$ cat src/rtl/axis_nibble_unpacker_pkg.sv
// Shared types and helpers for the AXI-Stream nibble unpacker.
//   unpack_state_t : control FSM states
//   NIBBLE_W       : bits per nibble
//   WORD_NIBBLES   : nibbles carried by one full input word
//   nib2keep()     : nibble count -> valid bit count carried on tkeep
//   clamp_chunk()  : config field -> legal chunk size (1..4)
package axis_unpack_pkg;

    localparam int NIBBLE_W     = 4;
    localparam int STREAM_WIDTH = 16;
    localparam int WORD_NIBBLES = STREAM_WIDTH / NIBBLE_W;

    typedef enum logic [1:0] {
        IDLE,
        RD_CONFIG,
        STREAM,
        FLUSH
    } unpack_state_t;

    // tkeep carries a bit count, not a byte mask: 4 bits per valid nibble.
    function automatic logic [7:0] nib2keep(input logic [2:0] n);
        return {3'b000, n, 2'b00};
    endfunction

    // Zero and out-of-range sizes fall back to a full word per beat.
    function automatic logic [2:0] clamp_chunk(input logic [2:0] cfg);
        if (cfg == 3'd0 || cfg > 3'd4)
            return 3'd4;
        return cfg;
    endfunction

endpackage

$ cat src/rtl/axis_nibble_unpacker_if.sv
// Generic AXI-Stream bundle used for the config, input and output channels.
//   tdata/tkeep/tlast/tvalid : driven by the master
//   tready                   : driven by the slave
// Channels that have no use for tkeep or tlast simply leave them unused.
interface axis_nibble_unpacker_if #(
    parameter int DATA_W = 16,
    parameter int KEEP_W = 8
);
    logic [DATA_W-1:0] tdata;
    logic [KEEP_W-1:0] tkeep;
    logic              tlast;
    logic              tvalid;
    logic              tready;

    modport master (output tdata, tkeep, tlast, tvalid, input  tready);
    modport slave  (input  tdata, tkeep, tlast, tvalid, output tready);
endinterface

$ cat src/rtl/axis_nibble_unpacker_buf.sv
// nibble_shift_buf: nibble FIFO built as a shift register.
//   clk, aresetn : clock, synchronous active-low reset
//   push         : append the four nibbles of push_word (MSB nibble first)
//   push_word    : word to append
//   pop_n        : number of oldest nibbles removed this cycle (0..4)
//   count        : nibbles currently held
//   head_word    : four oldest nibbles, oldest in [15:12]
// Push and pop act on the logical sequence {contents, pushed word}, so a pop
// may reach into the word being pushed in the same cycle.
module nibble_shift_buf
    import axis_unpack_pkg::*;
#(
    parameter int DEPTH = 8,
    parameter int CW    = $clog2(DEPTH + 1)
) (
    input  logic                    clk,
    input  logic                    aresetn,
    input  logic                    push,
    input  logic [STREAM_WIDTH-1:0] push_word,
    input  logic [2:0]              pop_n,
    output logic [CW-1:0]           count,
    output logic [STREAM_WIDTH-1:0] head_word
);
    localparam int SW = CW + 1;
    localparam int IW = $clog2(DEPTH);

    logic [NIBBLE_W-1:0] buf_reg  [DEPTH];
    logic [NIBBLE_W-1:0] buf_next [DEPTH];
    logic [NIBBLE_W-1:0] word_nib [WORD_NIBBLES];
    logic [CW-1:0]       count_reg;
    logic [SW-1:0]       count_sum;

    genvar gi;
    generate
        for (gi = 0; gi < WORD_NIBBLES; gi++) begin : g_word
            assign word_nib[gi] = push_word[STREAM_WIDTH-1-NIBBLE_W*gi -: NIBBLE_W];
            assign head_word[STREAM_WIDTH-1-NIBBLE_W*gi -: NIBBLE_W] = buf_reg[gi];
        end

        for (gi = 0; gi < DEPTH; gi++) begin : g_slot
            logic [SW-1:0] src;
            logic [SW-1:0] rel;

            // Slot gi takes element gi+pop_n of the combined sequence.
            assign src = SW'(gi) + SW'(pop_n);
            assign rel = src - SW'(count_reg);

            always_comb begin
                buf_next[gi] = '0;
                if (src < SW'(count_reg))
                    buf_next[gi] = buf_reg[src[IW-1:0]];
                else if (push && rel < SW'(WORD_NIBBLES))
                    buf_next[gi] = word_nib[rel[1:0]];
            end

            always_ff @(posedge clk) begin
                if (!aresetn)
                    buf_reg[gi] <= '0;
                else
                    buf_reg[gi] <= buf_next[gi];
            end
        end
    endgenerate

    assign count_sum = SW'(count_reg) + (push ? SW'(WORD_NIBBLES) : SW'(0)) - SW'(pop_n);

    always_ff @(posedge clk) begin
        if (!aresetn)
            count_reg <= '0;
        else
            count_reg <= count_sum[CW-1:0];
    end

    assign count = count_reg;

endmodule

$ cat src/rtl/axis_nibble_unpacker.sv
// axis_nibble_unpacker: splits 16-bit AXI-Stream words into beats of
// 1..4 nibbles, MSB nibble first, right-aligned with zeroed upper bits.
//   clk, aresetn : clock, synchronous active-low reset
//   config_in    : slave, tdata[2:0] = chunk size per packet
//   s_axis       : slave, full 16-bit words with tlast
//   m_axis       : master, beats with tkeep = valid bit count, tlast on tail
// Optional macro UNPACK_STATS_EN adds stat_pkt_count / stat_beat_count.
module axis_nibble_unpacker
    import axis_unpack_pkg::*;
#(
    parameter int DATA_WIDTH  = 16,
    parameter int BUF_NIBBLES = 8
) (
    input  logic clk,
    input  logic aresetn,
    axis_nibble_unpacker_if.slave  config_in,
    axis_nibble_unpacker_if.slave  s_axis,
    axis_nibble_unpacker_if.master m_axis
`ifdef UNPACK_STATS_EN
    ,
    output logic [15:0] stat_pkt_count,
    output logic [15:0] stat_beat_count
`endif
);
    localparam int CW = $clog2(BUF_NIBBLES + 1);

    generate
        if (DATA_WIDTH != STREAM_WIDTH) begin : g_bad_width
            $error("axis_nibble_unpacker: DATA_WIDTH must be 16");
        end
        if (BUF_NIBBLES < 2 * DATA_WIDTH / NIBBLE_W) begin : g_bad_depth
            $error("axis_nibble_unpacker: BUF_NIBBLES too small");
        end
    endgenerate

    unpack_state_t state_reg, state_next;
    logic [2:0]    chunk_reg, chunk_next;

    logic [CW-1:0] count;
    logic [15:0]   head_word;
    logic [3:0]    s_nib [WORD_NIBBLES];
    logic [3:0]    win   [WORD_NIBBLES];

    logic        can_load, emit_buf, avail, emit, s_ready, s_hs, m_hs, beat_last;
    logic [2:0]  take_n;
    logic [15:0] beat;

    logic [15:0] m_tdata_reg;
    logic [7:0]  m_tkeep_reg;
    logic        m_tlast_reg, m_tvalid_reg;

    logic unused_ok;
    assign unused_ok = ^{config_in.tdata[7:3], config_in.tkeep, config_in.tlast, s_axis.tkeep};

    nibble_shift_buf #(.DEPTH(BUF_NIBBLES)) u_buf (
        .clk       (clk),
        .aresetn   (aresetn),
        .push      (s_hs),
        .push_word (s_axis.tdata),
        .pop_n     (emit ? take_n : 3'd0),
        .count     (count),
        .head_word (head_word)
    );

    // Emit window: buffered nibbles first, then the incoming word. This lets a
    // word accepted this cycle feed the output register directly.
    genvar gi;
    generate
        for (gi = 0; gi < WORD_NIBBLES; gi++) begin : g_win
            assign s_nib[gi] = s_axis.tdata[15-4*gi -: 4];
            assign win[gi]   = (CW'(gi) < count) ? head_word[15-4*gi -: 4]
                                                 : s_nib[2'(CW'(gi) - count)];
        end
    endgenerate

    assign can_load = !m_tvalid_reg || m_axis.tready;
    assign emit_buf = can_load && (count >= CW'(chunk_reg));
    assign m_hs     = m_tvalid_reg && m_axis.tready;

    // Depends only on registered state and m_axis.tready. When the buffer
    // alone cannot emit, count < chunk <= 4 so a word always fits.
    always_comb begin
        s_ready = 1'b0;
        if (state_reg == STREAM)
            s_ready = (int'(count) + WORD_NIBBLES
                       - (emit_buf ? int'(chunk_reg) : 0)) <= BUF_NIBBLES;
    end

    assign s_hs = s_ready && s_axis.tvalid;

    always_comb begin
        avail     = 1'b0;
        take_n    = chunk_reg;
        beat_last = 1'b0;
        case (state_reg)
            STREAM: begin
                avail     = (count >= CW'(chunk_reg)) || s_hs;
                // Only a 4-nibble chunk from an empty buffer can consume the
                // whole tlast word in one beat.
                beat_last = s_hs && s_axis.tlast
                            && (int'(count) + WORD_NIBBLES == int'(chunk_reg));
            end
            FLUSH: begin
                avail     = (count != '0);
                beat_last = (count <= CW'(chunk_reg));
                if (count < CW'(chunk_reg))
                    take_n = 3'(count);
            end
            default: ;
        endcase
    end

    assign emit = can_load && avail;

    always_comb begin
        beat = '0;
        case (take_n)
            3'd1:    beat[3:0]  = win[0];
            3'd2:    beat[7:0]  = {win[0], win[1]};
            3'd3:    beat[11:0] = {win[0], win[1], win[2]};
            default: beat       = {win[0], win[1], win[2], win[3]};
        endcase
    end

    always_comb begin
        state_next = state_reg;
        chunk_next = chunk_reg;
        case (state_reg)
            IDLE:      state_next = RD_CONFIG;
            RD_CONFIG: if (config_in.tvalid) begin
                chunk_next = clamp_chunk(config_in.tdata[2:0]);
                state_next = STREAM;
            end
            STREAM:    if (s_hs && s_axis.tlast) state_next = FLUSH;
            FLUSH:     if (m_hs && m_tlast_reg)  state_next = RD_CONFIG;
            default:   state_next = IDLE;
        endcase
    end

    always_ff @(posedge clk) begin
        if (!aresetn) begin
            state_reg <= IDLE;
            chunk_reg <= 3'd4;
        end else begin
            state_reg <= state_next;
            chunk_reg <= chunk_next;
        end
    end

    always_ff @(posedge clk) begin
        if (!aresetn) begin
            m_tvalid_reg <= 1'b0;
            m_tlast_reg  <= 1'b0;
            m_tdata_reg  <= '0;
            m_tkeep_reg  <= '0;
        end else if (emit) begin
            m_tvalid_reg <= 1'b1;
            m_tlast_reg  <= beat_last;
            m_tdata_reg  <= beat;
            m_tkeep_reg  <= nib2keep(take_n);
        end else if (m_axis.tready) begin
            m_tvalid_reg <= 1'b0;
        end
    end

`ifdef UNPACK_STATS_EN
    always_ff @(posedge clk) begin
        if (!aresetn) begin
            stat_pkt_count  <= '0;
            stat_beat_count <= '0;
        end else if (m_hs) begin
            stat_beat_count <= stat_beat_count + 16'd1;
            if (m_tlast_reg)
                stat_pkt_count <= stat_pkt_count + 16'd1;
        end
    end
`endif

    assign m_axis.tvalid    = m_tvalid_reg;
    assign m_axis.tlast     = m_tlast_reg;
    assign m_axis.tdata     = m_tdata_reg;
    assign m_axis.tkeep     = m_tkeep_reg;
    assign s_axis.tready    = s_ready;
    assign config_in.tready = (state_reg == RD_CONFIG);

endmodule

$ cat src/flat_wrapper.sv
// flat-port wrapper written by rule: the top's interface ports become plain ports
module axis_nibble_unpacker_flat import axis_unpack_pkg::*;
#(
    parameter int DATA_WIDTH  = 16,
    parameter int BUF_NIBBLES = 8
)
  (clk, aresetn, config_in_tdata, config_in_tkeep, config_in_tlast, config_in_tvalid, config_in_tready, s_axis_tdata, s_axis_tkeep, s_axis_tlast, s_axis_tvalid, s_axis_tready, m_axis_tdata, m_axis_tkeep, m_axis_tlast, m_axis_tvalid, m_axis_tready);
  axis_nibble_unpacker_if #(.DATA_W(8), .KEEP_W(1)) config_in_i ();
  axis_nibble_unpacker_if #(.DATA_W(16), .KEEP_W(1)) s_axis_i ();
  axis_nibble_unpacker_if #(.DATA_W(16), .KEEP_W(8)) m_axis_i ();
  input  logic clk;
  input  logic aresetn;
  input wire logic [$bits(config_in_i.tdata)-1:0] config_in_tdata;
  input wire logic [$bits(config_in_i.tkeep)-1:0] config_in_tkeep;
  input wire logic [$bits(config_in_i.tlast)-1:0] config_in_tlast;
  input wire logic [$bits(config_in_i.tvalid)-1:0] config_in_tvalid;
  output wire logic [$bits(config_in_i.tready)-1:0] config_in_tready;
  input wire logic [$bits(s_axis_i.tdata)-1:0] s_axis_tdata;
  input wire logic [$bits(s_axis_i.tkeep)-1:0] s_axis_tkeep;
  input wire logic [$bits(s_axis_i.tlast)-1:0] s_axis_tlast;
  input wire logic [$bits(s_axis_i.tvalid)-1:0] s_axis_tvalid;
  output wire logic [$bits(s_axis_i.tready)-1:0] s_axis_tready;
  output wire logic [$bits(m_axis_i.tdata)-1:0] m_axis_tdata;
  output wire logic [$bits(m_axis_i.tkeep)-1:0] m_axis_tkeep;
  output wire logic [$bits(m_axis_i.tlast)-1:0] m_axis_tlast;
  output wire logic [$bits(m_axis_i.tvalid)-1:0] m_axis_tvalid;
  input wire logic [$bits(m_axis_i.tready)-1:0] m_axis_tready;
  assign config_in_i.tdata = config_in_tdata;
  assign config_in_i.tkeep = config_in_tkeep;
  assign config_in_i.tlast = config_in_tlast;
  assign config_in_i.tvalid = config_in_tvalid;
  assign config_in_tready = config_in_i.tready;
  assign s_axis_i.tdata = s_axis_tdata;
  assign s_axis_i.tkeep = s_axis_tkeep;
  assign s_axis_i.tlast = s_axis_tlast;
  assign s_axis_i.tvalid = s_axis_tvalid;
  assign s_axis_tready = s_axis_i.tready;
  assign m_axis_tdata = m_axis_i.tdata;
  assign m_axis_tkeep = m_axis_i.tkeep;
  assign m_axis_tlast = m_axis_i.tlast;
  assign m_axis_tvalid = m_axis_i.tvalid;
  assign m_axis_i.tready = m_axis_tready;
  axis_nibble_unpacker #(.DATA_WIDTH(DATA_WIDTH), .BUF_NIBBLES(BUF_NIBBLES)) u_core (.clk(clk), .aresetn(aresetn), .config_in(config_in_i), .s_axis(s_axis_i), .m_axis(m_axis_i));
endmodule
$ cat config.mk
export PLATFORM = sky130hd
export DESIGN_NAME = axis_nibble_unpacker_flat
export DESIGN_NICKNAME = d
export VERILOG_FILES = /design/src/rtl/axis_nibble_unpacker_pkg.sv /design/src/rtl/axis_nibble_unpacker_if.sv /design/src/rtl/axis_nibble_unpacker_buf.sv /design/src/rtl/axis_nibble_unpacker.sv /design/src/flat_wrapper.sv
export SDC_FILE = /design/constraint.sdc
export NUM_CORES = 1
export LEC_CHECK = 0
export ABC_AREA = 1
export CORE_MARGIN = 2
export CORE_UTILIZATION = 30
export CTS_CLUSTER_SIZE = 24
export DETAILED_ROUTE_END_ITERATION = 8
export GPL_TIMING_DRIVEN = 0
export HOLD_SLACK_MARGIN = 0.05
export SETUP_SLACK_MARGIN = 0.02
export SYNTH_ARGS = -nofsm -noshare
export SYNTH_HDL_FRONTEND = slang
export SYNTH_HIERARCHICAL = 1
export SYNTH_SLANG_ARGS = --single-unit
$ cat constraint.sdc
create_clock -name clk -period 8.4 [get_ports clk]
set_input_delay 1.68 -clock clk [delete_from_list [all_inputs] [get_ports clk]]
set_output_delay 1.68 -clock clk [all_outputs]
set_load 0.03 [all_outputs]
==> run summary, run 1 <==
status: finished clean
FILL cells: 2492
post-synthesis instance total: 1201
Final WS setup: 638 ps
type of origin of the critical path: input pin
Worst R2R End: u_core/u_buf/buf_reg[5][0]
proportion of power drawn by combinational gates: 72.6%
maximum level of the CTS H-tree: 3
Critical Path Fanout Max: 17
power per standard cell area: 369 nW/µm²
distinct cell type count of the synthesized netlist: 40
post_cts resized: 0
final wirelength: 25600 µm
worst stage delay on the critical path: 520 ps
post-CTS setup buffers: 0
final standard cell count with taps included and fillers excluded: 1581
most frequent standard cell in the layout excluding fill and tap cells: sky130_fd_sc_hd__nand2_1
master of the slowest instance on the critical path: sky130_fd_sc_hd__fa_1
Final setup viols: 0
startpoint of the most critical register-to-register path: u_core/u_buf/count[0]
Core ar.: 22800 µm²
data arrival at the endpoint of the critical path: 8040 ps
clock network power share: 12.8%
DRC: 0
critical hold path startpoint: u_core/m_axis.tdata[9]
clock tree buffer depth: 2
initial core utilization: 30.7%
CP most frequent cell: sky130_fd_sc_hd__nand2_1
classification of the worst-slack hold path: reg2reg
PortBufs: 47
sequential cell area fraction in the yosys report: 17.7%
Worst Setup Path Type: in2reg
crit path buf inv count: 13
clock-pin slew on the worst setup and hold paths: 50 ps
weighted congestion at the end of routability-driven global placement: 0.931
clk sink count: 62
final count of hold timing violations: 0
Layout Utilization: 35.9%
Sw Ratio: 56.0%
syn_area_per_cell: 5.83 µm²
total half-perimeter wirelength after legalization and detailed placement: 20500 µm
flip-flop and latch count after synthesis: 62
Total GRT Usage: 20.8%
upper clock frequency limit: 129 MHz
actual slew at the worst max-slew pin: 711 ps
area of the mapped netlist: 7000 µm²
final critical path time including I/O delays and setup: 7760 ps
die outline area: 24600 µm²
most frequent cells in the layout: sky130_fd_sc_hd__nand2_1, sky130_fd_sc_hd__nand3_1, sky130_fd_sc_hd__inv_1, sky130_fd_sc_hd__nor2_1, sky130_fd_sc_hd__dfxtp_1
Die Y: 157 µm
die extent in x: 157 µm
remaining antenna violation count: 0
setup slack, reg-to-reg: 1210 ps
largest net degree at the start of global routing: 18
worst voltage drop across the vdd grid: 0.000118 V
required time reported for the critical path endpoint: 8680 ps
initial detailed-routing violation count: 754
number of stages on the worst hold path: 2
sw power: 1.69 mW
first drt pass iteration count: 6
internal portion of total power: 1.33 mW
aggregate negative setup slack: 0 ps
TritonCTS clock tree: built
share of power burned in registers: 14.6%
post-placement setup slack: 244 ps
number of cells after detailed placement: 1565
kind of capture point of the worst setup path: register
fraction of final layout cells sized beyond drive strength 1: 7.65%
Worst R2R Path Depth: 40
worst-case headroom to the max-slew limit: 52.6%
Antenna diodes: 0
average routed wire per standard cell: 16.2 µm
number of max-cap violations: 0
fraction of the cycle the final worst path needs: 92.4%
leakage power: 3.93 nW
Via Count: 7910
number of clock buffers inserted by TritonCTS: 9
synth warn: 6
flip-flop count of the largest register after layout: 32
Cell Rows: 55
number of global-route vias before repair: 6949
number of hold buffers added after CTS: 0
Endpoint, Worst Hold: u_core/m_axis.tdata[9]
nets@finish: 1354
clk_lat worst skew: 330 ps
maximum clock skew at final layout: 6.79 ps
Boundary Pins: 61
initial antenna violation count: 0
cell family with most CP delay: buffers and inverters
total overflow reported by the global router: 0
first-pass GRT wire length: 39200 µm
RSZ-0062 raised after global routing: false
ratio of routed vias to standard cells: 5.00
number of pins exceeding their max-slew limit in the final report: 0
clock root buffer: sky130_fd_sc_hd__clkbuf_16
area added between synthesis and finish: 16.9%
[logic make-up (layout without fill, tap and decap cells)]
kind of cell	Yosys count	count (layout)	share of synthesized area, %
other	1	5	0.0536
adders and majority gates	58	58	11.1
AOI/OAI and AO/OA	137	137	11.1
DFF	62	62	17.7
buffers and inverters	197	260	12.3
and+or+nand+nor	738	738	46.6
xor gates and xnor gates	8	8	1.11
[routing by layer]
layer	wire, µm	GRT usage [%]
met5	0	0
met4	529	6.03
met3	1670	2.58
met2	11600	33.8
met1	11700	28.8
[synthesized netlist by cell type, drive strengths merged]
cell type	count	area share, %
xnor2	3	0.48
xor2	5	0.63
o21ai	56	4.2
buf	37	3.6
ha	51	9.1
dfxtp	62	18
nand3b	2	0.21
clkinv	3	0.16
a21oi	57	4.4
o21bai	1	0.27
a22oi	2	0.29
nor2	84	5.4
a21boi	1	0.11
a31oi	14	1.3
a211oi	2	0.21
conb	1	0.054
nand2	395	22
nand4	13	1.2
or2	7	0.63
fa	7	2.0
inv	150	8.1
nand3	237	17
o211ai	4	0.43
clkbuf	7	0.38
[how the worst max path moves through the flow]
stage | from | end | slack (ps) | cells after the start
6_report | m_axis_tready | u_core/u_buf/buf_reg[5][0] | 640 | 36
5_1_grt | m_axis_tready | u_core/u_buf/buf_reg[1][2] | 40 | 36
4_1_cts | m_axis_tready | u_core/u_buf/buf_reg[5][0] | 580 | 36
2_1_floorplan | m_axis_tready | u_core/u_buf/buf_reg[1][0] | 2050 | 35
3_5_place_dp | m_axis_tready | u_core/u_buf/buf_reg[5][0] | 240 | 36
3_3_place_gp | m_axis_tready | u_core/u_buf/buf_reg[5][0] | 300 | 36
[tightest hold or removal path: stages, from the launching register on]
cell	delay [ps]
sky130_fd_sc_hd__dfxtp_1	300
sky130_fd_sc_hd__nand2_1	60
sky130_fd_sc_hd__a21oi_1	50
[final cells by class]
| type | count | area (µm²) | area share [%] |
|---|---|---|---|
| timing repair buffer | 47 | 470 | 5.75 |
| clock inverter | 4 | 45.0 | 0.551 |
| inverter | 153 | 577 | 7.05 |
| buffer | 44 | 282 | 3.44 |
| multi-input combinational | 946 | 4920 | 60.1 |
| clock buffer | 12 | 256 | 3.14 |
| tap | 313 | 392 | 4.79 |
| sequential | 62 | 1240 | 15.2 |
[power by group through the flow]
stage | Clock [mW] | Combinational [mW] | Sequential [mW]
after floorplan | 0 | 1.54 | 0.468
after global placement | 0 | 2.13 | 0.444
after detailed placement | 0 | 2.14 | 0.445
after CTS | 0.392 | 2.15 | 0.439
after global routing | 0.404 | 2.44 | 0.446
final | 0.386 | 2.19 | 0.440
[metrics by stage]
stage	area, µm²	power, mW	hold WS, ps
5_1_grt	8180	3.29	479
6_report	8180	3.01	461
4_1_cts	8180	2.98	463
3_3_place_gp	7880	2.57	452
2_1_floorplan	7010	2.01	466
3_5_place_dp	7880	2.59	455
Power figures use the tool's default switching activity.
==> run 2, diff against run 1 <==
--- a/config.mk
+++ b/config.mk
@@ -12,6 +12,7 @@
 export DETAILED_ROUTE_END_ITERATION = 8
 export GPL_TIMING_DRIVEN = 0
 export HOLD_SLACK_MARGIN = 0.05
+export PLACE_DENSITY = 0.51
 export SETUP_SLACK_MARGIN = 0.02
 export SYNTH_ARGS = -nofsm -noshare
 export SYNTH_HDL_FRONTEND = slang
==> run 2 against run 1 <==
Net effect: via count is essentially flat; sequential share of layout area is essentially flat; non-clock buffer count is the same; clock-buffer cell count shrank 1; highest routed layer unchanged; largest cell class unchanged; register-to-register slack lost 30 ps; worst setup slack gained 96 ps; clock power shrank 3%; die area is the same.
==> run summary, run 2 (synthesis gave the netlist of run 1 again) <==
Final WS setup: 735 ps (was 638 ps)
final count of hold timing violations: 0 (unchanged)
global routing's busiest layer: met2 (unchanged)
Die Y: 157 µm (unchanged)
met2 demand-to-capacity share in global routing: 34.5% (was 33.8%)
actual slew at the worst max-slew pin: 746 ps (was 711 ps)
Cell Rows: 55 (unchanged)
number of clock buffers inserted by TritonCTS: 9 (unchanged)
number of cells after detailed placement: 1565 (unchanged)
clock-pin slew on the worst setup and hold paths: 50 ps (about the same)
clk sink count: 62 (unchanged)
Worst R2R Path Depth: 40 (unchanged)
PortBufs: 47 (unchanged)
clock tree buffer depth: 2 (unchanged)
first drt pass iteration count: 5 (was 6)
total half-perimeter wirelength after legalization and detailed placement: 21100 µm (was 20500 µm)
number of pins exceeding their max-slew limit in the final report: 0 (unchanged)
Core ar.: 22800 µm² (unchanged)
TritonCTS clock tree: built (unchanged)
leakage power: 3.91 nW (was 3.93 nW)
DRC: 0 (unchanged)
Sw Ratio: 55.8% (was 56.0%)
number of cells on the critical path: 36 (unchanged)
crit path buf inv count: 14 (was 13)
Total GRT Usage: 21.7% (was 20.8%)
fraction of final layout cells sized beyond drive strength 1: 7.66% (was 7.65%)
final standard cell count with taps included and fillers excluded: 1580 (was 1581)
fraction of the cycle the final worst path needs: 91.3% (was 92.4%)
cell family with most CP delay: buffers and inverters (unchanged)
worst stage delay on the critical path: 710 ps (was 520 ps)
die extent in x: 157 µm (unchanged)
ratio of routed vias to standard cells: 5.01 (was 5.00)
flip-flop count of the largest register after layout: 32 (unchanged)
post-placement setup slack: 311 ps (was 244 ps)
proportion of power drawn by combinational gates: 72.7% (was 72.6%)
M3 GR Usage: 2.41% (was 2.58%)
design area: 8170 µm² (was 8180 µm²)
data arrival at the endpoint of the critical path: 7910 ps (was 8040 ps)
number of stages on the worst hold path: 2 (unchanged)
final wirelength: 26000 µm (was 25600 µm)
kind of capture point of the worst setup path: register (unchanged)
remaining antenna violation count: 0 (unchanged)
total overflow reported by the global router: 0 (unchanged)
number of hold buffers added after CTS: 0 (unchanged)
RSZ-0062 raised after global routing: false (unchanged)
number of max-cap violations: 0 (unchanged)
power per standard cell area: 365 nW/µm² (was 369 nW/µm²)
status: finished clean (unchanged)
type of origin of the critical path: input pin (unchanged)
die outline area: 24600 µm² (unchanged)
clk_lat worst skew: 340 ps (was 330 ps)
initial detailed-routing violation count: 651 (was 754)
nets@finish: 1354 (unchanged)
Critical Path Fanout Max: 17 (unchanged)
Via Count: 7912 (was 7910)
Final setup viols: 0 (unchanged)
upper clock frequency limit: 130 MHz (was 129 MHz)
required time reported for the critical path endpoint: 8640 ps (was 8680 ps)
most frequent standard cell in the layout excluding fill and tap cells: sky130_fd_sc_hd__nand2_1 (unchanged)
Boundary Pins: 61 (unchanged)
sw power: 1.67 mW (was 1.69 mW)
largest net degree at the start of global routing: 18 (unchanged)
area added between synthesis and finish: 16.8% (was 16.9%)
most frequent cells in the layout: sky130_fd_sc_hd__nand2_1, sky130_fd_sc_hd__nand3_1, sky130_fd_sc_hd__inv_1, sky130_fd_sc_hd__nor2_1, sky130_fd_sc_hd__dfxtp_1 (unchanged)
final critical path time including I/O delays and setup: 7670 ps (was 7760 ps)
Overall Power: 2.98 mW (was 3.01 mW)
post-placement cell area: 7880 µm² (unchanged)
met1 demand-to-capacity share in global routing: 30.1% (was 28.8%)
Antenna diodes: 0 (unchanged)
weighted congestion at the end of routability-driven global placement: 0.958 (was 0.931)
maximum clock skew at final layout: 5.12 ps (was 6.79 ps)
worst voltage drop across the vdd grid: 0.000177 V (was 0.000118 V)
share of power burned in registers: 14.8% (was 14.6%)
number of global-route vias before repair: 7261 (was 6949)
initial core utilization: 30.7% (unchanged)
worst-case headroom to the max-slew limit: 50.3% (was 52.6%)
average routed wire per standard cell: 16.4 µm (was 16.2 µm)
maximum level of the CTS H-tree: 3 (unchanged)
internal portion of total power: 1.32 mW (was 1.33 mW)
Worst Setup Path Type: in2reg (unchanged)
first-pass GRT wire length: 40500 µm (was 39200 µm)
classification of the worst-slack hold path: reg2reg (unchanged)
clock root buffer: sky130_fd_sc_hd__clkbuf_16 (unchanged)
CP most frequent cell: sky130_fd_sc_hd__nand2_1 (unchanged)
initial antenna violation count: 0 (unchanged)
aggregate negative setup slack: 0 ps (unchanged)
master of the slowest instance on the critical path: sky130_fd_sc_hd__fa_1 (unchanged)
clock network power share: 12.6% (was 12.8%)
==> run 2: cell type report <==
type	instances	area, µm²
Multi-Input combinational cell	946	4920
Buffer	44	282
Clock buffer	11	243
Timing Repair Buffer	47	470
Tap cell	313	392
Inverter	153	581
Clock inverter	4	47.5
Sequential cell	62	1240
Fill cell	2604	14600
==> run 2: repair_timing <==
action | CTS | global route
endpoints found under the hold margin | 0 | 0
endpoints found under the setup margin | 0 | 5
resized for setup | 0 | 2
setup buffers | 0 | 0
==> run 2: routing by layer <==
layer	part of all wire [%]	up-vias
met5	0	-
met4	2.7	0
met3	6.0	36
met2	44	270
met1	47	3597
li1	-	4009
==> run 2: power by group through the flow <==
stage               combinational [mW]  clock, mW  sequential (mW)
finish                            2.17      0.375            0.441
global route                      2.45      0.393            0.448
floorplan                         1.54          0            0.468
CTS                               2.14      0.382            0.442
global placement                  2.12          0            0.447
detailed placement                2.13          0            0.447
==> run 2: through the flow <==
step | util [%] | hold WS, ps
floorplan | - | 466
global placement | 34.6 | 453
detailed placement | 34.6 | 454
CTS | 35.8 | 462
global route | 35.9 | 474
finish | 35.9 | 460
==> run 2: worst register-to-register path: cells and delay by family (launching register included) <==
family	cells	cell delay [ps]
compound gates	1	200
buf+inv	15	2390
flops	1	600
simple gates	18	1570
fa+ha+maj	6	2360
==> run 2: path summary, 6_finish.rpt <==
path / slack, ps / from / end
setup / recovery: 730 / m_axis_tready / u_core/u_buf/buf_reg[5][3]
hold reg to reg: 460 / u_core/m_axis.tdata[9] / u_core/m_axis.tdata[9]
hold / removal: 460 / u_core/m_axis.tdata[9] / u_core/m_axis.tdata[9]
setup reg to reg: 1180 / u_core/u_buf/count[0] / u_core/u_buf/buf_reg[5][3]
